--- config.mk ---
export PLATFORM = sky130hd
export DESIGN_NAME = mac_accumulate_stage_flat
export DESIGN_NICKNAME = d
export VERILOG_FILES = /design/src/rtl/mac_accumulate_stage_pkg.sv /design/src/rtl/mac_accumulate_stage_if.sv /design/src/rtl/mac_accumulate_stage_sat_add.sv /design/src/rtl/mac_accumulate_stage.sv /design/src/flat_wrapper.sv
export SDC_FILE = /design/constraint.sdc
export NUM_CORES = 1
export LEC_CHECK = 0
export BUFFER_PORTS_ARGS = -buffer_cell sky130_fd_sc_hd__buf_2
export CAP_MARGIN = 30
export CORE_ASPECT_RATIO = 1.2
export CORE_UTILIZATION = 45
export DETAILED_ROUTE_END_ITERATION = 16
export PLACE_DENSITY_LB_ADDON = 0.3
export SETUP_SLACK_MARGIN = 0.2
export SYNTH_ARGS = -nofsm -noshare
export SYNTH_HDL_FRONTEND = slang
export SYNTH_SLANG_ARGS = --single-unit
--- constraint.sdc ---
create_clock -name clk -period 3.86 [get_ports clk]
set_input_delay 0.579 -clock clk [delete_from_list [all_inputs] [get_ports clk]]
set_output_delay 0.579 -clock clk [all_outputs]
set_load 0.005 [all_outputs]
--- src/rtl/mac_accumulate_stage_pkg.sv ---
// Shared definitions for the MAC accumulate path: state encodings, default widths
// and the signed-add overflow rule used by the saturating adder.
package mac_accumulate_stage_pkg;

   localparam int DEF_ACC_W = 72;
   localparam int DEF_CNT_W = 16;
   localparam int PROD_W    = 64;

   typedef enum logic [1:0] {
      ST_IDLE  = 2'd0,
      ST_ACCUM = 2'd1,
      ST_HOLD  = 2'd2
   } state_t;

   // Two's-complement add overflows when both operands agree in sign and the result does not.
   function automatic logic signed_add_ovf(input logic a_s, input logic b_s, input logic s_s);
      return (a_s == b_s) && (s_s != a_s);
   endfunction

endpackage

--- src/rtl/mac_accumulate_stage_if.sv ---
// Product-in / result-out handshake bundle between the multiplier, the accumulate stage and its consumer.
interface mac_accumulate_stage_if
   import mac_accumulate_stage_pkg::*;
#(
   parameter int ACC_W = DEF_ACC_W,
   parameter int CNT_W = DEF_CNT_W
);
   logic              in_valid;
   logic              in_ready;
   logic [PROD_W-1:0] in_prod;
   logic              in_last;
   logic              out_valid;
   logic              out_ready;
   logic [ACC_W-1:0]  out_acc;
   logic [CNT_W-1:0]  out_count;
   logic              out_ovf;

   modport master (
      output in_valid, in_prod, in_last, out_ready,
      input  in_ready, out_valid, out_acc, out_count, out_ovf
   );

   modport slave (
      input  in_valid, in_prod, in_last, out_ready,
      output in_ready, out_valid, out_acc, out_count, out_ovf
   );
endinterface

--- src/rtl/mac_accumulate_stage_sat_add.sv ---
// Combinational signed adder that either clamps to the W-bit signed range or wraps on overflow.
module sat_add
   import mac_accumulate_stage_pkg::*;
#(
   parameter int W   = DEF_ACC_W,
   parameter int SAT = 1
) (
   input  logic [W-1:0] a,
   input  logic [W-1:0] b,
   output logic [W-1:0] sum,
   output logic         ovf
);
   logic [W-1:0] raw;

   assign raw = a + b;
   assign ovf = signed_add_ovf(a[W-1], b[W-1], raw[W-1]);

   // On overflow both operands share a sign, so that sign picks the rail.
   always_comb begin
      sum = raw;
      if (ovf && (SAT != 0))
         sum = a[W-1] ? {1'b1, {(W-1){1'b0}}} : {1'b0, {(W-1){1'b1}}};
   end
endmodule

--- src/rtl/mac_accumulate_stage.sv ---
// Burst accumulator behind the 32x32 multiplier: sums sign-extended products, closes on
// in_last or MAX_TERMS, then holds the registered result until the consumer takes it.
module mac_accumulate_stage
   import mac_accumulate_stage_pkg::*;
#(
   parameter int ACC_W     = DEF_ACC_W,
   parameter int CNT_W     = DEF_CNT_W,
   parameter int MAX_TERMS = 256,
   parameter int SAT       = 1
) (
   input  logic                   clk,
   input  logic                   rst,
   mac_accumulate_stage_if.slave  bus
);
   localparam logic [CNT_W-1:0] MAX_CNT = CNT_W'(MAX_TERMS);

   state_t           state, state_nxt;
   logic [ACC_W-1:0] acc, prod_ext, add_sum;
   logic [CNT_W-1:0] cnt, cnt_nxt;
   logic             ovf, add_ovf;
   logic             in_ready, out_valid;
   logic             beat, out_xfer, closing;

   assign prod_ext = ACC_W'($signed(bus.in_prod));
   assign beat     = bus.in_valid & in_ready;
   assign out_xfer = out_valid & bus.out_ready;

   // The first beat of a burst counts as term 1, so one compare covers MAX_TERMS==1 too.
   assign cnt_nxt  = (state == ST_IDLE) ? CNT_W'(1) : cnt + CNT_W'(1);
   assign closing  = bus.in_last | (cnt_nxt == MAX_CNT);

   sat_add #(.W(ACC_W), .SAT(SAT)) u_add (
      .a   (acc),
      .b   (prod_ext),
      .sum (add_sum),
      .ovf (add_ovf)
   );

   always_ff @(posedge clk or posedge rst) begin
      if (rst) state <= ST_IDLE;
      else     state <= state_nxt;
   end

   always_comb begin
      state_nxt = state;
      case (state)
         ST_IDLE, ST_ACCUM: if (beat) state_nxt = closing ? ST_HOLD : ST_ACCUM;
         ST_HOLD:           if (out_xfer) state_nxt = ST_IDLE;
         default:           state_nxt = ST_IDLE;
      endcase
   end

   // in_ready is masked by rst so nothing looks acceptable while reset is held.
   always_comb begin
      in_ready  = 1'b0;
      out_valid = 1'b0;
      case (state)
         ST_IDLE, ST_ACCUM: in_ready  = ~rst;
         ST_HOLD:           out_valid = 1'b1;
         default:           ;
      endcase
   end

   always_ff @(posedge clk or posedge rst) begin
      if (rst) begin
         acc <= '0;
         cnt <= '0;
         ovf <= 1'b0;
      end else if (beat) begin
         cnt <= cnt_nxt;
         if (state == ST_IDLE) begin
            acc <= prod_ext;
            ovf <= 1'b0;
         end else begin
            acc <= add_sum;
            ovf <= ovf | add_ovf;
         end
      end
   end

   assign bus.in_ready  = in_ready;
   assign bus.out_valid = out_valid;
   assign bus.out_acc   = acc;
   assign bus.out_count = cnt;
   assign bus.out_ovf   = ovf;
endmodule

--- src/flat_wrapper.sv ---
// flat-port wrapper written by rule: the top's interface ports become plain ports
module mac_accumulate_stage_flat import mac_accumulate_stage_pkg::*;
#(
   parameter int ACC_W     = DEF_ACC_W,
   parameter int CNT_W     = DEF_CNT_W,
   parameter int MAX_TERMS = 256,
   parameter int SAT       = 1
)
  (clk, rst, bus_in_valid, bus_in_prod, bus_in_last, bus_out_ready, bus_in_ready, bus_out_valid, bus_out_acc, bus_out_count, bus_out_ovf);
  mac_accumulate_stage_if #(.ACC_W(ACC_W), .CNT_W(CNT_W)) bus_i ();
  input  logic clk;
  input  logic rst;
  input wire logic [$bits(bus_i.in_valid)-1:0] bus_in_valid;
  input wire logic [$bits(bus_i.in_prod)-1:0] bus_in_prod;
  input wire logic [$bits(bus_i.in_last)-1:0] bus_in_last;
  input wire logic [$bits(bus_i.out_ready)-1:0] bus_out_ready;
  output wire logic [$bits(bus_i.in_ready)-1:0] bus_in_ready;
  output wire logic [$bits(bus_i.out_valid)-1:0] bus_out_valid;
  output wire logic [$bits(bus_i.out_acc)-1:0] bus_out_acc;
  output wire logic [$bits(bus_i.out_count)-1:0] bus_out_count;
  output wire logic [$bits(bus_i.out_ovf)-1:0] bus_out_ovf;
  assign bus_i.in_valid = bus_in_valid;
  assign bus_i.in_prod = bus_in_prod;
  assign bus_i.in_last = bus_in_last;
  assign bus_i.out_ready = bus_out_ready;
  assign bus_in_ready = bus_i.in_ready;
  assign bus_out_valid = bus_i.out_valid;
  assign bus_out_acc = bus_i.out_acc;
  assign bus_out_count = bus_i.out_count;
  assign bus_out_ovf = bus_i.out_ovf;
  mac_accumulate_stage #(.ACC_W(ACC_W), .CNT_W(CNT_W), .MAX_TERMS(MAX_TERMS), .SAT(SAT)) u_core (.clk(clk), .rst(rst), .bus(bus_i));
endmodule
# After elaboration in Yosys (flattened, before gate mapping)
# Cells that the tools add are included.
dict set report totals {
  regBits 91
  word_cells 33
  inputBits 69
  out_inout_bits 91
}
dict set report classes {
  n_addsub 2
  bitwise_logic 5
  n_eq_ne 7
  n_reduce_logical 4
  muxes 11
}
# operator n
set ops {}
lappend ops {{$mux 72} 3}
lappend ops {{$add 72x72->72} 1}
lappend ops {{$add 16x1->16 const B} 1}
lappend ops {{$eq 16x9->1 const B} 1}
lappend ops {{$mux 16} 1}
lappend ops {{$mux 2} 3}
lappend ops {{$ne 2x1->1 const B} 2}
lappend ops {{$pmux 2 s2} 1}
lappend ops {{$mux 1} 3}
lappend ops {{$and 1x1->1} 2}
lappend ops {{$eq 2x1->1 const B} 1}
lappend ops {{$eq 2x2->1 const B} 1}
lappend ops {{$logic_not 2->1} 1}
lappend ops {{$or 1x1->1} 2}
lappend ops {{$reduce_and 2->1} 1}
lappend ops {{$reduce_or 2->1} 1}
lappend ops {{$eq 1x1->1} 1}
lappend ops {{$logic_and 1x1->1} 1}
lappend ops {{$ne 1x1->1} 1}
lappend ops {{$not 1->1} 1}

# Logic depth before layout (Yosys ltp)
dict set report logic_depth {
  word_depth 7
  mapped_depth 13
  depth_no_buf 11
}

# By module
# Synthesis repeated with hierarchy kept, for this count alone.
dict set report hier_totals {
  cells_unflattened 1258
  area_unflattened_um2 9507.9
}
# module area_per_inst_um2 instances seq_area_each_um2 cells_each
set modules_own_cells {}
lappend modules_own_cells {sat_add 4994.8 1 0.0 721}
lappend modules_own_cells {mac_accumulate_stage 4513.1 1 2277.2 537}

# Least setup slack after synthesis
# No wires, ideal clock.
dict set report synth_timing {
  kind {input -> register}
  from {input port bus_in_prod[34]}
  to {register u_core.acc[66], in the netlist u_core.bus.out_acc[66]}
  setup_time_ns 0.147
  path_buffers 1
  arrival_ns 3.061
  setup_slack_ns 0.652
  t_required_ns 3.713
  cell_stages 11
  path_cell_list {ha_1 buf_2 nand4_2 or4_1 or3_1 o32ai_1 o2111ai_2 a211oi_2 nor3_1 nor4b_2 o211ai_1}
}
dict set report synth_via {
  elab_chain_len 5
}
# item line_no
set synth_rtl {}
lappend synth_rtl {{start: declaration} flat_wrapper.sv:14} ;# input wire logic [$bits(bus_i.in_prod)-1:0] bus_in_prod;
lappend synth_rtl {{$add 72x72->72 *} mac_accumulate_stage_sat_add.sv:15} ;# assign raw = a + b;
lappend synth_rtl {{$ne 1x1->1} mac_accumulate_stage_pkg.sv:17} ;# return (a_s == b_s) && (s_s != a_s);
lappend synth_rtl {{$logic_and 1x1->1} mac_accumulate_stage_pkg.sv:17}
lappend synth_rtl {{$mux 72 *} mac_accumulate_stage_sat_add.sv:21} ;# if (ovf && (SAT != 0))
lappend synth_rtl {{$mux 72 *} mac_accumulate_stage.sv:71} ;# if (state == ST_IDLE) begin
lappend synth_rtl {{end signal: assignment} mac_accumulate_stage.sv:72} ;# acc <= prod_ext;
lappend synth_rtl {{end signal: assignment} mac_accumulate_stage.sv:75} ;# acc <= add_sum;
lappend synth_rtl {{end: declaration} mac_accumulate_stage.sv:18} ;# logic [ACC_W-1:0] acc, prod_ext, add_sum;
# Mark *: on every way between the ends. The rest lies on a longest branch, timed or not.
# A chain may end at the register's enable or synchronous reset.

# Final worst setup path
dict set report layout_timing {
  from {register u_core.acc[26], in the netlist u_core.bus.out_acc[26]}
  to {register u_core.acc[66], in the netlist u_core.bus.out_acc[66]}
}
dict set report layout_via {
  elab_chain_len 5
}
# item line_no
set layout_rtl {}
lappend layout_rtl {{$add 72x72->72 *} mac_accumulate_stage_sat_add.sv:15}
lappend layout_rtl {{$ne 1x1->1} mac_accumulate_stage_pkg.sv:17}
lappend layout_rtl {{$logic_and 1x1->1} mac_accumulate_stage_pkg.sv:17}
lappend layout_rtl {{$mux 72 *} mac_accumulate_stage_sat_add.sv:21}
lappend layout_rtl {{$mux 72 *} mac_accumulate_stage.sv:71}
# Marks and branches as above.

==> flow_summary_export.csv <==
group,metric,value,unit
status,outcome,"finished, final reports clean",
yosys,async_flop_share,100,%
layout,post-route-util,53.4,%
timing,max_slew_margin,38.5,%
worst_setup_path,critPathSlowestCell,"or4_1",
routing,vias_per_cell,6.27,
worst_setup_path,path_delay_family,"simple AND/OR/NAND/NOR gates",
layout,layout-drive-gt1-share,17.2,%
global_route,grt_pass1_vias,9937,
routing,drtIter0Drc,809,
timing,drv_slew,0,
global_route,grt_pass1_wl,50700,um
clock_tree,cts_buffer_depth,2,
layout,nNetsFinal,1547,
clock_tree,cts_tree,"built",
clock_tree,clockRootBuffer,"clkbuf_16",
power_and_ir_drop,leakage,4.74,nW
place,gp_congestion,0.973,
timing,rsz0062_at_grt,"false",
power_and_ir_drop,irDropWorstVdd,0.000347,V
timing,hold_slack,62.8,ps
power_and_ir_drop,power_density,770,mW/mm2
timing,max_freq,0.294,GHz
die,io_pins,160,
global_route,grt_start_max_net_pins,57,
global_route,grt-ovfl-total,0,
yosys,netlist_area,0.00948,mm2
place,place_area,0.0106,mm2
flow_run,cap_violations,0,
timing,finalCritPeriodShare,88.3,%
min_path,worst_hold_path_type,"in2async",
timing,post-route-min-period,3410,ps
die,fp.dieH,161,um
worst_setup_path,path_cells,"ha_1, nand4_2, or4_1, or3_1, o32ai_1, o2111ai_2, a211oi_2, nor3_1, nor4b_2, o211ai_1",
routing,totalWireLength,31700,um
layout,syn_to_final_growth,15.3,%
yosys,seq_area_frac_synth,24.0,%
timing,setup_tns,0,ps
routing,drtAntennaViolNets,0,
clock_tree,cts.sink_count,91,
clock_tree,clk_pin_slew,80,ps
die,initial_core_util,46.3,%
yosys,synthesis.nets,1427,
die,dieArea,0.0217,mm2
worst_setup_path,path_buf_inv,0,
place,hpwl,23500,um
clock_tree,clkLatencyLatePin,380,ps
global_route,antenna_found_initial,1,
clock_tree,cts.htree.levels,3,
worst_setup_path,crit_arrival,3650,ps
routing,drc,0,
routing,wire_per_inst,18.9,um
timing,setup_viol,0,
yosys,synth-edff-count,0,
routing,drt_pre_antenna_iters,5,
worst_setup_path,crit_path_start_kind,"register",
yosys,ys.flop_type,"dfrtp_1",
die,core,0.0205,mm2
yosys,ys_types,74,
yosys,avgSynthCellArea,7.38,um2
timing,hold_viol_final,0,
clock_tree,cts_buffers,9,
routing,vias,10500,
worst_setup_path,required,4100,ps
layout,final_area,0.0109,mm2
die,rows,57,
clock_tree,post_cts_buffers,0,
yosys,ys_ff_latch,91,
worst_setup_path,endpoint_kind,"register",
timing,skew,13.6,ps
die,die_width,135,um
worst_setup_path,max_stage_delay,560,ps
power_and_ir_drop,power.total,8.42,mW
place,port_buffers,159,
yosys,yosysWarnings,0,
worst_setup_path,crit_fanout,8,
worst_setup_path,crit_type,"reg2reg",
global_route,track_usage,29.2,%
timing,tightest_slew,922,ps
yosys,syn_inst,1285,
-- cell families (layout without fill, tap and decap cells) --
| logic type | Yosys count | after routing | share of synthesized area [%] |
|---|---|---|---|
| AO/OA/AOI/OAI | 467 | 467 | 30.1 |
| XOR/XNOR | 51 | 51 | 4.71 |
| adder cells (fa/ha/maj) | 73 | 73 | 9.71 |
| buffers and inverters | 120 | 245 | 5.20 |
| flip-flops | 91 | 91 | 24.0 |
| multiplexers | 4 | 4 | 0.449 |
| other | 0 | 1 | 0 |
| AND/OR/NAND/NOR | 479 | 479 | 25.8 |
-- per-layer routing --
metal	vias to the layer above	part of all wire, %	global-route usage (%)
li1	5069	-	-
met1	5001	42	36.3
met4	0	3.4	12.8
met2	369	50	51.3
met3	74	4.7	2.70
met5	-	0	0
-- final cells by class --
cell class	instances	area [um2]
antenna	1	2.50
timing repair buffer	202	1160
inverter	27	103
sequential	91	2280
fill	2038	9530
multi-input combinational	1074	6750
tap	265	332
clock buffer	9	225
clock inverter	7	88.8
-- path summary, 6_finish.rpt --
path                                             start  slack, ps  depth (start not counted)                      end
worst min register to register  u_core.bus.out_acc[63]        540                          2   u_core.bus.out_acc[63]
worst min-delay path                               rst         60                          2  u_core.bus.out_count[7]
min in group clk                        bus_in_prod[8]        460                          3    u_core.bus.out_acc[8]
worst max-delay path            u_core.bus.out_acc[26]        450                         10   u_core.bus.out_acc[66]
max in group asynchronous                          rst       3040                          4   u_core.bus.out_acc[40]
worst max register to register  u_core.bus.out_acc[26]        450                         10   u_core.bus.out_acc[66]
-- cells in the mapped netlist, types with 3 or more instances --
cell	number	share of area, %
a211o_1	6	0.55
a211oi_1	16	1.3
a21boi_0	4	0.32
a21o_1	22	1.7
a21oi_1	151	8.0
a221oi_1	3	0.28
a22o_1	3	0.28
a311oi_1	4	0.37
a31oi_1	15	0.99
a41o_1	3	0.32
a41oi_1	3	0.28
and2_1	8	0.53
and3_1	14	0.92
and4_1	7	0.65
buf_2	21	1.1
buf_4	4	0.32
clkbuf_1	67	2.7
dfrtp_1	91	24
ha_1	72	9.5
inv_1	27	1.1
nand2_1	116	4.6
nand2b_1	9	0.59
nand3_1	103	5.4
nand4_1	37	2.4
nor2_1	63	2.5
nor2b_1	5	0.33
nor3_1	23	1.2
nor3b_1	5	0.40
nor4_1	4	0.26
o211a_1	3	0.32
o211ai_1	18	1.4
o21a_1	14	1.1
o21ai_0	139	7.3
o21bai_1	13	1.0
o22ai_1	4	0.26
o311ai_0	7	0.65
o31ai_1	8	0.63
or2_2	4	0.26
or3_1	71	4.7
or4_1	3	0.24
xnor2_1	26	2.4
xor2_1	25	2.3
-- timing repair --
action                     in CTS  in global routing
hold buffers                    0                  0
gates resized for setup         0                  3
setup endpoints to repair       0                 60
-- sequential cells by signal (all words and copies together) (netlist names) --
register	count
u_core.bus.out_count	16
u_core.bus.out_acc	72
u_core.state	2
u_core.bus.out_ovf	1
-- metrics by stage --
stage | worst slack [ps] | std cells
4_1_cts | 404 | 1674
2_1_floorplan | 652 | 1285
6_report | 453 | 1676
5_1_grt | 212 | 1675
3_3_place_gp | 185 | 1658
3_5_place_dp | 144 | 1658
-- placed cells by master, fill, tap and decap left out, types with 18 or more instances in the layout --
master / count
nand4_1: 37
xnor2_1: 26
dfrtp_1: 91
buf_4: 40
ha_1: 72
nor3_1: 23
o211ai_1: 18
xor2_1: 25
nand2_1: 114
a21o_1: 22
buf_2: 159
nand3_1: 103
a21oi_1: 148
or3_1: 71
o21ai_0: 139
inv_1: 26
nor2_1: 63
-- power by group --
part	internal [mW]	leakage (nW)	switching (mW)
logic	2.36	3.52	3.43
registers	1.31	1.06	0.360
clock network	0.469	0.153	0.494
No activity file was read; power rests on OpenSTA's default activity.
